## src/rtl/mem_port_arbiter.sv

```systemverilog
// ---------------------------------------------------------------------------
// mem_port_arbiter
//
// Shares one synchronous read port of a memory between two cores.  Each core
// raises a level request with an address.  Only one transaction is in flight
// at a time, and it runs through three states:
//   IDLE    -> pick a requester, latch its address onto mem_addr
//   WAIT    -> let the memory spend LATENCY cycles producing the data
//   CAPTURE -> register mem_data into the winner's rdata and pulse its ack
// When both cores request in the same IDLE cycle, the core that was not
// served last wins (round-robin).  Out of reset core 0 wins the first tie.
//
// Parameters
//   LATENCY      memory read latency in jimmy_clk cycles, legal range 1..15
//
// Ports
//   jimmy_clk    sole clock; all state changes on its rising edge
//   reset        synchronous, active-high; overrides every other update
//   req0/req1    per-core read request, held high until the matching ack
//   addr0/addr1  per-core read address, stable while the request is high
//   rdata0/1     per-core returned data, registered, held between reads
//   ack0/ack1    per-core one-cycle completion pulse
//   mem_addr     registered address to the shared memory port
//   mem_data     read data from the shared memory port
//   busy         high while a transaction is in WAIT or CAPTURE
//   grant_cnt0/1 completed-grant counters, wrap 0xFF -> 0x00
//                (only present when ARB_STATS_EN is defined)
//
// Build option
//   ARB_STATS_EN  define to add the grant_cnt0/grant_cnt1 ports and counters
// ---------------------------------------------------------------------------
module mem_port_arbiter #(
  parameter int unsigned LATENCY = 1
) (
  input  logic       jimmy_clk,
  input  logic       reset,
  input  logic       req0,
  input  logic [7:0] addr0,
  output logic [7:0] rdata0,
  output logic       ack0,
  input  logic       req1,
  input  logic [7:0] addr1,
  output logic [7:0] rdata1,
  output logic       ack1,
  output logic [7:0] mem_addr,
  input  logic [7:0] mem_data,
`ifdef ARB_STATS_EN
  output logic [7:0] grant_cnt0,
  output logic [7:0] grant_cnt1,
`endif
  output logic       busy
);

  typedef enum logic [1:0] {
    ST_IDLE    = 2'b00,
    ST_WAIT    = 2'b01,
    ST_CAPTURE = 2'b10
  } state_t;

  // An out-of-range LATENCY is pulled into 1..15 so the 4-bit wait counter
  // can never be loaded with a wrapped value.
  localparam int unsigned LAT_CLAMP = (LATENCY < 32'd1)  ? 32'd1  :
                                      (LATENCY > 32'd15) ? 32'd15 : LATENCY;

  // The counter is loaded with LATENCY-1 on the grant edge, so WAIT lasts
  // exactly LATENCY cycles: the edge that sees zero moves to CAPTURE.
  localparam logic [3:0] WAIT_INIT = 4'(LAT_CLAMP - 32'd1);

  state_t     state_r;
  logic [3:0] wait_cnt_r;
  logic       gnt_r;         // core being served by the transaction in flight
  logic       last_grant_r;  // core that completed most recently
  logic       any_req_s;
  logic       pick_s;

  // Round-robin choice among the cores requesting in this cycle
  always_comb begin
    any_req_s = req0 | req1;
    pick_s    = 1'b0;
    if (req0 && req1) begin
      // Tie: the core that was not served last goes next.
      pick_s = ~last_grant_r;
    end else if (req1) begin
      pick_s = 1'b1;
    end else begin
      pick_s = 1'b0;
    end
  end

  // Transaction FSM with all port-side outputs registered
  always_ff @(posedge jimmy_clk) begin
    if (reset) begin
      state_r      <= ST_IDLE;
      wait_cnt_r   <= 4'd0;
      gnt_r        <= 1'b0;
      last_grant_r <= 1'b1;
      mem_addr     <= 8'h00;
      rdata0       <= 8'h00;
      rdata1       <= 8'h00;
      ack0         <= 1'b0;
      ack1         <= 1'b0;
      busy         <= 1'b0;
    end else begin
      // Acks are single-cycle pulses; only CAPTURE raises one.
      ack0 <= 1'b0;
      ack1 <= 1'b0;
      case (state_r)
        ST_IDLE: begin
          if (any_req_s) begin
            // Address is latched here and never re-read, so later changes
            // on addr0/addr1 cannot disturb the transaction in flight.
            gnt_r      <= pick_s;
            mem_addr   <= pick_s ? addr1 : addr0;
            wait_cnt_r <= WAIT_INIT;
            state_r    <= ST_WAIT;
            busy       <= 1'b1;
          end else begin
            state_r <= ST_IDLE;
            busy    <= 1'b0;
          end
        end

        ST_WAIT: begin
          busy <= 1'b1;
          if (wait_cnt_r == 4'd0) begin
            state_r <= ST_CAPTURE;
          end else begin
            wait_cnt_r <= wait_cnt_r - 4'd1;
          end
        end

        ST_CAPTURE: begin
          if (gnt_r) begin
            rdata1 <= mem_data;
            ack1   <= 1'b1;
          end else begin
            rdata0 <= mem_data;
            ack0   <= 1'b1;
          end
          last_grant_r <= gnt_r;
          state_r      <= ST_IDLE;
          busy         <= 1'b0;
        end

        default: begin
          // Unreachable encoding: fall back to IDLE without issuing an ack.
          state_r <= ST_IDLE;
          busy    <= 1'b0;
        end
      endcase
    end
  end

`ifdef ARB_STATS_EN
  // Per-core completed-grant counters, stepped on the edge that raises ack
  always_ff @(posedge jimmy_clk) begin
    if (reset) begin
      grant_cnt0 <= 8'h00;
      grant_cnt1 <= 8'h00;
    end else if (state_r == ST_CAPTURE) begin
      if (gnt_r) begin
        grant_cnt1 <= grant_cnt1 + 8'h01;
      end else begin
        grant_cnt0 <= grant_cnt0 + 8'h01;
      end
    end else begin
      grant_cnt0 <= grant_cnt0;
      grant_cnt1 <= grant_cnt1;
    end
  end
`endif

endmodule

```

## config.mk

```make
export PLATFORM = sky130hd
export DESIGN_NAME = mem_port_arbiter
export DESIGN_NICKNAME = d
export VERILOG_FILES = /design/src/rtl/mem_port_arbiter.sv
export SDC_FILE = /design/constraint.sdc
export NUM_CORES = 1
export LEC_CHECK = 0
export BUFFER_PORTS_ARGS = -buffer_cell sky130_fd_sc_hd__buf_4
export CAP_MARGIN = 30
export CORE_AREA = 2 2 61 63
export DETAILED_ROUTE_END_ITERATION = 7
export DIE_AREA = 0 0 63 65
export PLACE_DENSITY = 0.78
export SLEW_MARGIN = 20
export SYNTH_ARGS = -nofsm -noshare
export SYNTH_HDL_FRONTEND = slang
export SYNTH_SLANG_ARGS = --single-unit
export TNS_END_PERCENT = 30
```

## constraint.sdc

```tcl
create_clock -name jimmy_clk -period 1.7 [get_ports jimmy_clk]
set_input_delay 0.17 -clock jimmy_clk [delete_from_list [all_inputs] [get_ports jimmy_clk]]
set_output_delay 0.17 -clock jimmy_clk [all_outputs]
set_load 0.005 [all_outputs]
```

==> impl_metrics.yaml, run 1 <==
outcome:
  status: "finished, final reports clean"
clocking:
  clk_latency_ns: 0.34
  post_cts_buffers: 0
  path_clk_slew_ns: 0.10
  h-tree-depth: 2
  clock_path_buffers: 2
  cts_num_sinks: 35
  cts-root-buf: "clkbuf_4"
  cts_tree: "built"
  post_cts_resized: 0
  ctsHoldBuffers: 0
  cts_buffers: 5
timing:
  hold_viol: 0
  fin_crit_sh_pct: 89.2
  max_slew_margin_pct: 71.7
  skew_ns: 0.00367
  rsz0062_at_grt: "false"
  maxSlewViolCount: 0
  fin_ws_ns: 0.184
  tightest_slew_ns: 0.424
  clock.fmax_ghz: 0.659
  setup_tns_ns: 0
  fin_crit_ns: 1.52
  setup_viol: 0
logic_synthesis:
  synth_cells: 151
  ys_seq_area_share_pct: 50.0
  syn_nets: 181
  avgSynthCellArea_um2: 9.28
  synthDistinctLibCells: 28
  syn_area_mm2: 0.00140
  synth_seq_cells: 35
  yosysWarnings: 0
setup_path:
  cp.required_ns: 1.98
  end_kind: "flop"
  startpoint: "state_r[0]"
  crit_type: "reg2reg"
  ff2ff_setup_slack_ns: 0.18
  r2r_end: "wait_cnt_r[3]"
  cp-endpoint: "wait_cnt_r[3]"
  worstPathArrival_ns: 1.80
  worst_setup_path_start_kind: "flop"
  reg2reg_from: "state_r[0]"
  path_max_fanout: 7
  r2r_cells: 3
final_layout:
  layout_common_cells: "buf_4, dfxtp_1, nor2_1"
  drive_gt1_share_pct: 32.5
  syn_to_final_growth_pct: 38.6
  layout_commonest_cell: "buf_4"
  nNetsFinal: 238
  diodes: 0
  multiInputGateArea_um2: 654
  seqCellArea_um2: 701
  fill_cells: 333
  instances_no_fill: 257
global_route:
  grt_pass1_wl_um: 5230
  track_usage_pct: 16.2
  grt_pass1_vias: 1205
  antenna_found_initial: 0
  gr-total-overflow: 0
  grt_max_degree: 36
min_path:
  hp-class: "in2reg"
routing:
  dr_total_vias: 1251
  ant_nets: 0
  drt_iter0_drc: 53
  vias_per_cell: 4.87
  wire_per_inst_um: 12.3
  drt_pass1_iterations: 4
  wl_um: 3160
  drc_errors: 0
placed_design:
  gp_congestion: 0.729
  dp_hpwl_um: 2200
  dpl.cell_count: 249
  port-buffer-count: 54
  pre_cts_ws_ns: 0.233
die:
  ios: 55
  die_w_um: 63
  die_h_um: 65
  start_util_pct: 40.1
  core_area_mm2: 0.00350
  row_count: 22
  dieArea_mm2: 0.00410
power:
  p_per_area_mw_per_mm2: 857
  leakage_nw: 0.899
  p_total_mw: 1.66
  ir_drop_mv: 0.622
flow_run:
  cap_violations: 0
-- through the flow --
stage,area [um^2],utilization [%],hold WS (ns)
final,1940,55.5,0.0678
after global routing,1940,55.5,0.0607
after CTS,1940,55.5,0.0585
after detailed placement,1870,53.6,0.422
after global placement,1870,53.6,0.410
after floorplan,1400,-,0.314
-- layer usage --
layer	up-vias	track usage, %	part of all wire [%]	wire, um
li1	644	-	-	-
met2	47	26.3	46	1450
met4	0	7.50	1.0	32
met3	3	5.73	9.4	296
met1	557	19.0	44	1390
met5	-	0	0	0
-- report_power, final --
group / switching [mW] / internal [mW]
Clock: 0.274 / 0.243
Combinational: 0.116 / 0.143
Sequential: 0.0255 / 0.862
-- cells by family after synthesis --
| logic type | synth area share, % |
|---|---|
| compound gates | 14.8 |
| fa+ha+maj | 1.79 |
| buf+inv | 3.66 |
| flops | 50.0 |
| mux | 11.4 |
| simple gates | 18.3 |
-- flip-flops by register name (all words and copies together) (netlist names) --
| signal | flops |
|---|---|
| rdata0 | 8 |
| wait_cnt_r | 4 |
| mem_addr | 8 |
| gnt_r | 1 |
| ack1 | 1 |
| ack0 | 1 |
| busy | 1 |
| last_grant_r | 1 |
| state_r | 2 |
| rdata1 | 8 |
-- synthesized netlist by cell type, drive strengths merged --
cell    count  area (um^2)
dfxtp      35          701
nor2       21         78.8
nand2      17         63.8
mux2i      16          160
a21oi      13         65.1
a311oi      8         70.1
clkbuf      6         22.5
inv         4         15.0
o21ai       4         20.0
buf         3         13.8
ha          2         25.0
nand2b      2         12.5
nand3b      2         15.0
nor3b       2         15.0
or2         2         12.5
or4         2         15.0
or4b        2         20.0
a21bo       1         10.0
a21boi      1         7.51
a21o        1         7.51
nand3       1         5.00
nor2b       1         6.26
nor4        1         6.26
o21ba       1         10.0
o221ai      1         8.76
o41ai       1         8.76
or3         1         6.26
-- layout make-up --
cell class | count | area share [%]
flip-flops and latches | 35 | 36.1
multi-input cells | 103 | 33.7
repair buffers | 59 | 22.8
clock buffers | 8 | 3.54
well taps | 48 | 3.09
inverters | 4 | 0.773
-- critical path, cell delays in order (launching register included) --
cell and delay [ns]:
dfxtp_1 0.44, or4b_1 0.48, or4_1 0.42, a21oi_1 0.12
-- worst min-delay path by stage --
stage / slack [ns] / cells past startpoint / from / end
floorplan: 0.31 / 2 / mem_data[0] / rdata1[0]
global placement: 0.41 / 3 / mem_data[3] / rdata1[3]
detailed placement: 0.42 / 3 / mem_data[3] / rdata1[3]
CTS: 0.06 / 3 / mem_data[0] / rdata1[0]
global route: 0.06 / 3 / mem_data[3] / rdata1[3]
finish: 0.07 / 3 / mem_data[0] / rdata1[0]
Power figures use the tool's default switching activity.
==> run 2, diff against run 1 <==
--- a/config.mk
+++ b/config.mk
@@ -7,10 +7,11 @@
 export LEC_CHECK = 0
 export BUFFER_PORTS_ARGS = -buffer_cell sky130_fd_sc_hd__buf_4
 export CAP_MARGIN = 30
-export CORE_AREA = 2 2 61 63
+export CORE_AREA = 2 2 59 61
+export CTS_CLUSTER_SIZE = 25
 export DETAILED_ROUTE_END_ITERATION = 7
-export DIE_AREA = 0 0 63 65
-export PLACE_DENSITY = 0.78
+export DIE_AREA = 0 0 61 63
+export PLACE_DENSITY = 0.82
 export SLEW_MARGIN = 20
 export SYNTH_ARGS = -nofsm -noshare
 export SYNTH_HDL_FRONTEND = slang
==> impl_metrics.yaml, run 2 (same netlist as run 1, synthesis figures left out) <==
outcome:
  status: "finished, final reports clean"
routing:
  drt_iter0_drc: 39
  drt_pass1_iterations: 4
  dr_total_vias: 1282
  wl_um: 3050
  wire_per_inst_um: 11.9
  vias_per_cell: 5.01
  drc_errors: 0
  ant_nets: 0
final_layout:
  nNetsFinal: 239
  layout_commonest_cell: "buf_4"
  syn_to_final_growth_pct: 40.2
  top_regs: "mem_addr: 8 flops, rdata0: 8 flops, rdata1: 8 flops"
  diodes: 0
  layout_common_cells: "buf_4, dfxtp_1, nor2_1"
  fill_cells: 296
  drive_gt1_share_pct: 33.3
setup_path:
  startpoint: "state_r[0]"
  crit_type: "reg2reg"
  path_max_fanout: 7
  worstPathArrival_ns: 1.76
  ff2ff_setup_slack_ns: 0.21
  worst_setup_path_start_kind: "flop"
  end_kind: "flop"
  reg2reg_from: "state_r[0]"
  cp.required_ns: 1.97
placed_design:
  dp_hpwl_um: 2220
  gp_congestion: 0.747
  pre_cts_ws_ns: 0.215
  port-buffer-count: 54
power:
  leakage_nw: 0.913
  ir_drop_mv: 0.594
  p_per_area_mw_per_mm2: 904
timing:
  skew_ns: 0.00709
  setup_tns_ns: 0
  fin_ws_ns: 0.206
  hold_viol: 0
  maxSlewViolCount: 0
  max_slew_margin_pct: 73.7
  clock.fmax_ghz: 0.670
  fin_crit_sh_pct: 87.9
  rsz0062_at_grt: "false"
  setup_viol: 0
  fin_crit_ns: 1.49
  tightest_slew_ns: 0.393
  hold_ws_ns: 0.0698
clocking:
  h-tree-depth: 2
  cts_buffers: 5
  clk_latency_ns: 0.33
  ctsHoldBuffers: 0
  cts_num_sinks: 35
  post_cts_buffers: 0
  cts_tree: "built"
  clock_path_buffers: 2
  path_clk_slew_ns: 0.11
  post_cts_resized: 0
  cts-root-buf: "clkbuf_4"
global_route:
  grt_pass1_wl_um: 4990
  gr-total-overflow: 0
  grt_max_degree: 36
  grt_pass1_vias: 1168
  antenna_found_initial: 0
  track_usage_pct: 17.1
die:
  row_count: 21
  core_area_mm2: 0.00323
  dieArea_mm2: 0.00384
  die_h_um: 63
  die_w_um: 61
  ios: 55
  start_util_pct: 43.4
min_path:
  hp-class: "in2reg"
  worstHoldStart: "mem_data[1]"
flow_run:
  cap_violations: 0
-- run 2: power by group --
group | internal (mW) | switching, mW | leakage (nW) | total, mW
sequential | 0.862 | 0.0245 | 0.285 | 0.886
combinational | 0.147 | 0.117 | 0.580 | 0.264
clock | 0.348 | 0.278 | 0.0482 | 0.626
total | 1.36 | 0.420 | 0.913 | 1.78
-- run 2: final timing paths --
path | endpoint | cells past startpoint
worst max register to register | wait_cnt_r[3] | 3
worst min-delay path | rdata1[1] | 3
worst min register to register | rdata1[1] | 2
worst max-delay path | wait_cnt_r[3] | 3
-- run 2: critical path, cell delays in order, from the launching register on --
cell     delay, ns
dfxtp_1       0.45
or4b_1        0.46
or4_1         0.40
a21oi_1       0.12
-- run 2: metrics by stage --
| step | instance area, um^2 | instances | utilization (%) | total power, mW |
|---|---|---|---|---|
| 2_1_floorplan | 1400 | 151 | - | 1.03 |
| 3_3_place_gp | 1880 | 248 | 58.1 | 1.17 |
| 3_5_place_dp | 1880 | 248 | 58.1 | 1.17 |
| 4_1_cts | 1960 | 256 | 60.8 | 1.80 |
| 5_1_grt | 1960 | 256 | 60.8 | 1.86 |
| 6_report | 1960 | 256 | 60.8 | 1.78 |
-- run 2: per-layer routing --
layer	wire length (um)	GRT usage, %	part of all wire (%)	vias to the layer above
li1	-	-	-	644
met1	1320	20.4	43	588
met2	1440	26.5	47	45
met3	239	7.04	7.8	5
met4	45	7.07	1.5	0
met5	0	0	0	-
-- run 2: final cells by class --
type,count,area (um^2),share of cell area (%)
clock buffers,6,51.3,2.61
inverters,4,15.0,0.764
well taps,46,57.6,2.93
repair buffers,60,450,22.9
flip-flops and latches,35,701,35.7
clock inverters,2,35.0,1.78
multi-input cells,103,654,33.3
==> run 3, diff against run 2 <==
--- a/config.mk
+++ b/config.mk
@@ -7,11 +7,13 @@
 export LEC_CHECK = 0
 export BUFFER_PORTS_ARGS = -buffer_cell sky130_fd_sc_hd__buf_4
 export CAP_MARGIN = 30
-export CORE_AREA = 2 2 59 61
+export CELL_PAD_IN_SITES_DETAIL_PLACEMENT = 0
+export CELL_PAD_IN_SITES_GLOBAL_PLACEMENT = 1
+export CORE_AREA = 2 2 68 70
 export CTS_CLUSTER_SIZE = 25
 export DETAILED_ROUTE_END_ITERATION = 7
-export DIE_AREA = 0 0 61 63
-export PLACE_DENSITY = 0.82
+export DIE_AREA = 0 0 70 72
+export PLACE_DENSITY = 0.83
 export SLEW_MARGIN = 20
 export SYNTH_ARGS = -nofsm -noshare
 export SYNTH_HDL_FRONTEND = slang
==> impl_metrics.yaml, run 3 (same netlist as run 1, synthesis figures left out) <==
clocking:
  ctsHoldBuffers: 0
  h-tree-depth: 2
  cts_buffers: 5
  cts_tree: "built"
  cts_num_sinks: 35
  clk_latency_ns: 0.29
  post_cts_resized: 0
  post_cts_buffers: 0
  clock_path_buffers: 2
  path_clk_slew_ns: 0.08
  cts-root-buf: "clkbuf_8"
timing:
  setup_tns_ns: 0
  maxSlewViolCount: 0
  hold_viol: 0
  fin_crit_sh_pct: 87.1
  fin_crit_ns: 1.48
  setup_viol: 0
  max_slew_margin_pct: 74.1
  clock.fmax_ghz: 0.675
  tightest_slew_ns: 0.388
  skew_ns: 0.00858
  rsz0062_at_grt: "false"
outcome:
  status: "finished, final reports clean"
min_path:
  hold_depth: 3
  hp-class: "in2reg"
  holdPathEnd: "rdata1[3]"
  worstHoldStart: "mem_data[3]"
setup_path:
  end_kind: "flop"
  critPathSlowestCell: "or4b_1"
  ff2ff_setup_slack_ns: 0.22
  crit_chain: "or4b_1, or4_1, a21oi_1"
  cp.required_ns: 1.93
  path_max_fanout: 7
  crit_family: "simple AND/OR/NAND/NOR gates"
  worstPathArrival_ns: 1.71
  max_stage_delay_ns: 0.46
  r2r_cells: 3
  reg2reg_from: "state_r[0]"
  crit_type: "reg2reg"
  path_buf_inv: 0
  r2r_end: "wait_cnt_r[3]"
  worst_setup_path_start_kind: "flop"
power:
  switching_share_pct: 24.6
  power.share.sequential_pct: 48.5
  p_comb_share_pct: 14.5
  p_total_mw: 1.83
  p_sw_mw: 0.449
  ir_drop_mv: 0.392
  internal-power_mw: 1.38
  p_per_area_mw_per_mm2: 918
  leakage_nw: 0.916
  clockPowerShare_pct: 37.0
global_route:
  track_usage_pct: 13.4
  grt_pass1_wl_um: 5380
  grt_pass1_vias: 1235
  antenna_found_initial: 0
  grt_max_degree: 36
  gr-total-overflow: 0
die:
  die_w_um: 70
  core_area_mm2: 0.00426
  die_h_um: 72
  start_util_pct: 32.9
  dieArea_mm2: 0.00504
  row_count: 24
  ios: 55
placed_design:
  port-buffer-count: 54
  dp_hpwl_um: 2290
  gp_congestion: 0.706
  dpl.cell_count: 254
final_layout:
  syn_to_final_growth_pct: 42.0
  top_regs: "mem_addr: 8 flops, rdata0: 8 flops, rdata1: 8 flops"
  drive_gt1_share_pct: 33.3
  nNetsFinal: 239
  layout_common_cells: "buf_4, dfxtp_1, nor2_1"
  instances_no_fill: 262
  diodes: 0
  layout_commonest_cell: "buf_4"
routing:
  vias_per_cell: 4.85
  wire_per_inst_um: 12.2
  ant_nets: 0
  drt_iter0_drc: 26
  wl_um: 3200
  drt_pass1_iterations: 4
  dr_total_vias: 1272
  drc_errors: 0
flow_run:
  cap_violations: 0
-- run 3: routing by layer --
metal | track usage, % | vias to the layer above | part of all wire [%]
met2 | 22.4 | 47 | 45
li1 | - | 641 | -
met4 | 5.13 | 0 | 1.7
met3 | 5.42 | 7 | 8.9
met1 | 15.5 | 577 | 44
met5 | 0 | - | 0
-- run 3: worst max path at each step --
stage | start | to | slack, ns | cells past startpoint
finish | state_r[0] | wait_cnt_r[3] | 0.22 | 3
global route | state_r[0] | wait_cnt_r[3] | 0.1 | 3
CTS | state_r[0] | wait_cnt_r[3] | 0.20 | 3
detailed placement | state_r[0] | wait_cnt_r[3] | 0.23 | 3
global placement | state_r[0] | wait_cnt_r[3] | 0.26 | 3
floorplan | wait_cnt_r[0] | wait_cnt_r[3] | 0.31 | 3
-- run 3: through the flow --
stage | utilization, % | instance area, um^2 | hold WS [ns] | setup slack [ns]
floorplan | - | 1400 | 0.314 | 0.314
global placement | 44.2 | 1890 | 0.412 | 0.265
detailed placement | 44.2 | 1890 | 0.419 | 0.233
CTS | 46.7 | 1990 | 0.112 | 0.204
global route | 46.7 | 1990 | 0.131 | 0.0984
finish | 46.7 | 1990 | 0.124 | 0.220
-- run 3: power by group through the flow --
stage,combinational (mW),clock [mW],sequential [mW]
CTS,0.269,0.699,0.887
floorplan,0.120,0,0.906
detailed placement,0.268,0,0.905
global placement,0.267,0,0.904
finish,0.264,0.675,0.886
global route,0.292,0.725,0.892
-- run 3: worst min-delay path, stage by stage --
cell and delay, ns:
buf_4 0.08, mux2i_1 0.05, nor2_1 0.07
-- run 3: area by class of cell --
class	count	area [um^2]
well taps	52	65.1
repair buffers	60	450
clock inverters	1	7.51
flip-flops and latches	35	701
multi-input cells	103	654
fillers	436	2270
inverters	4	15.0
clock buffers	7	96.3
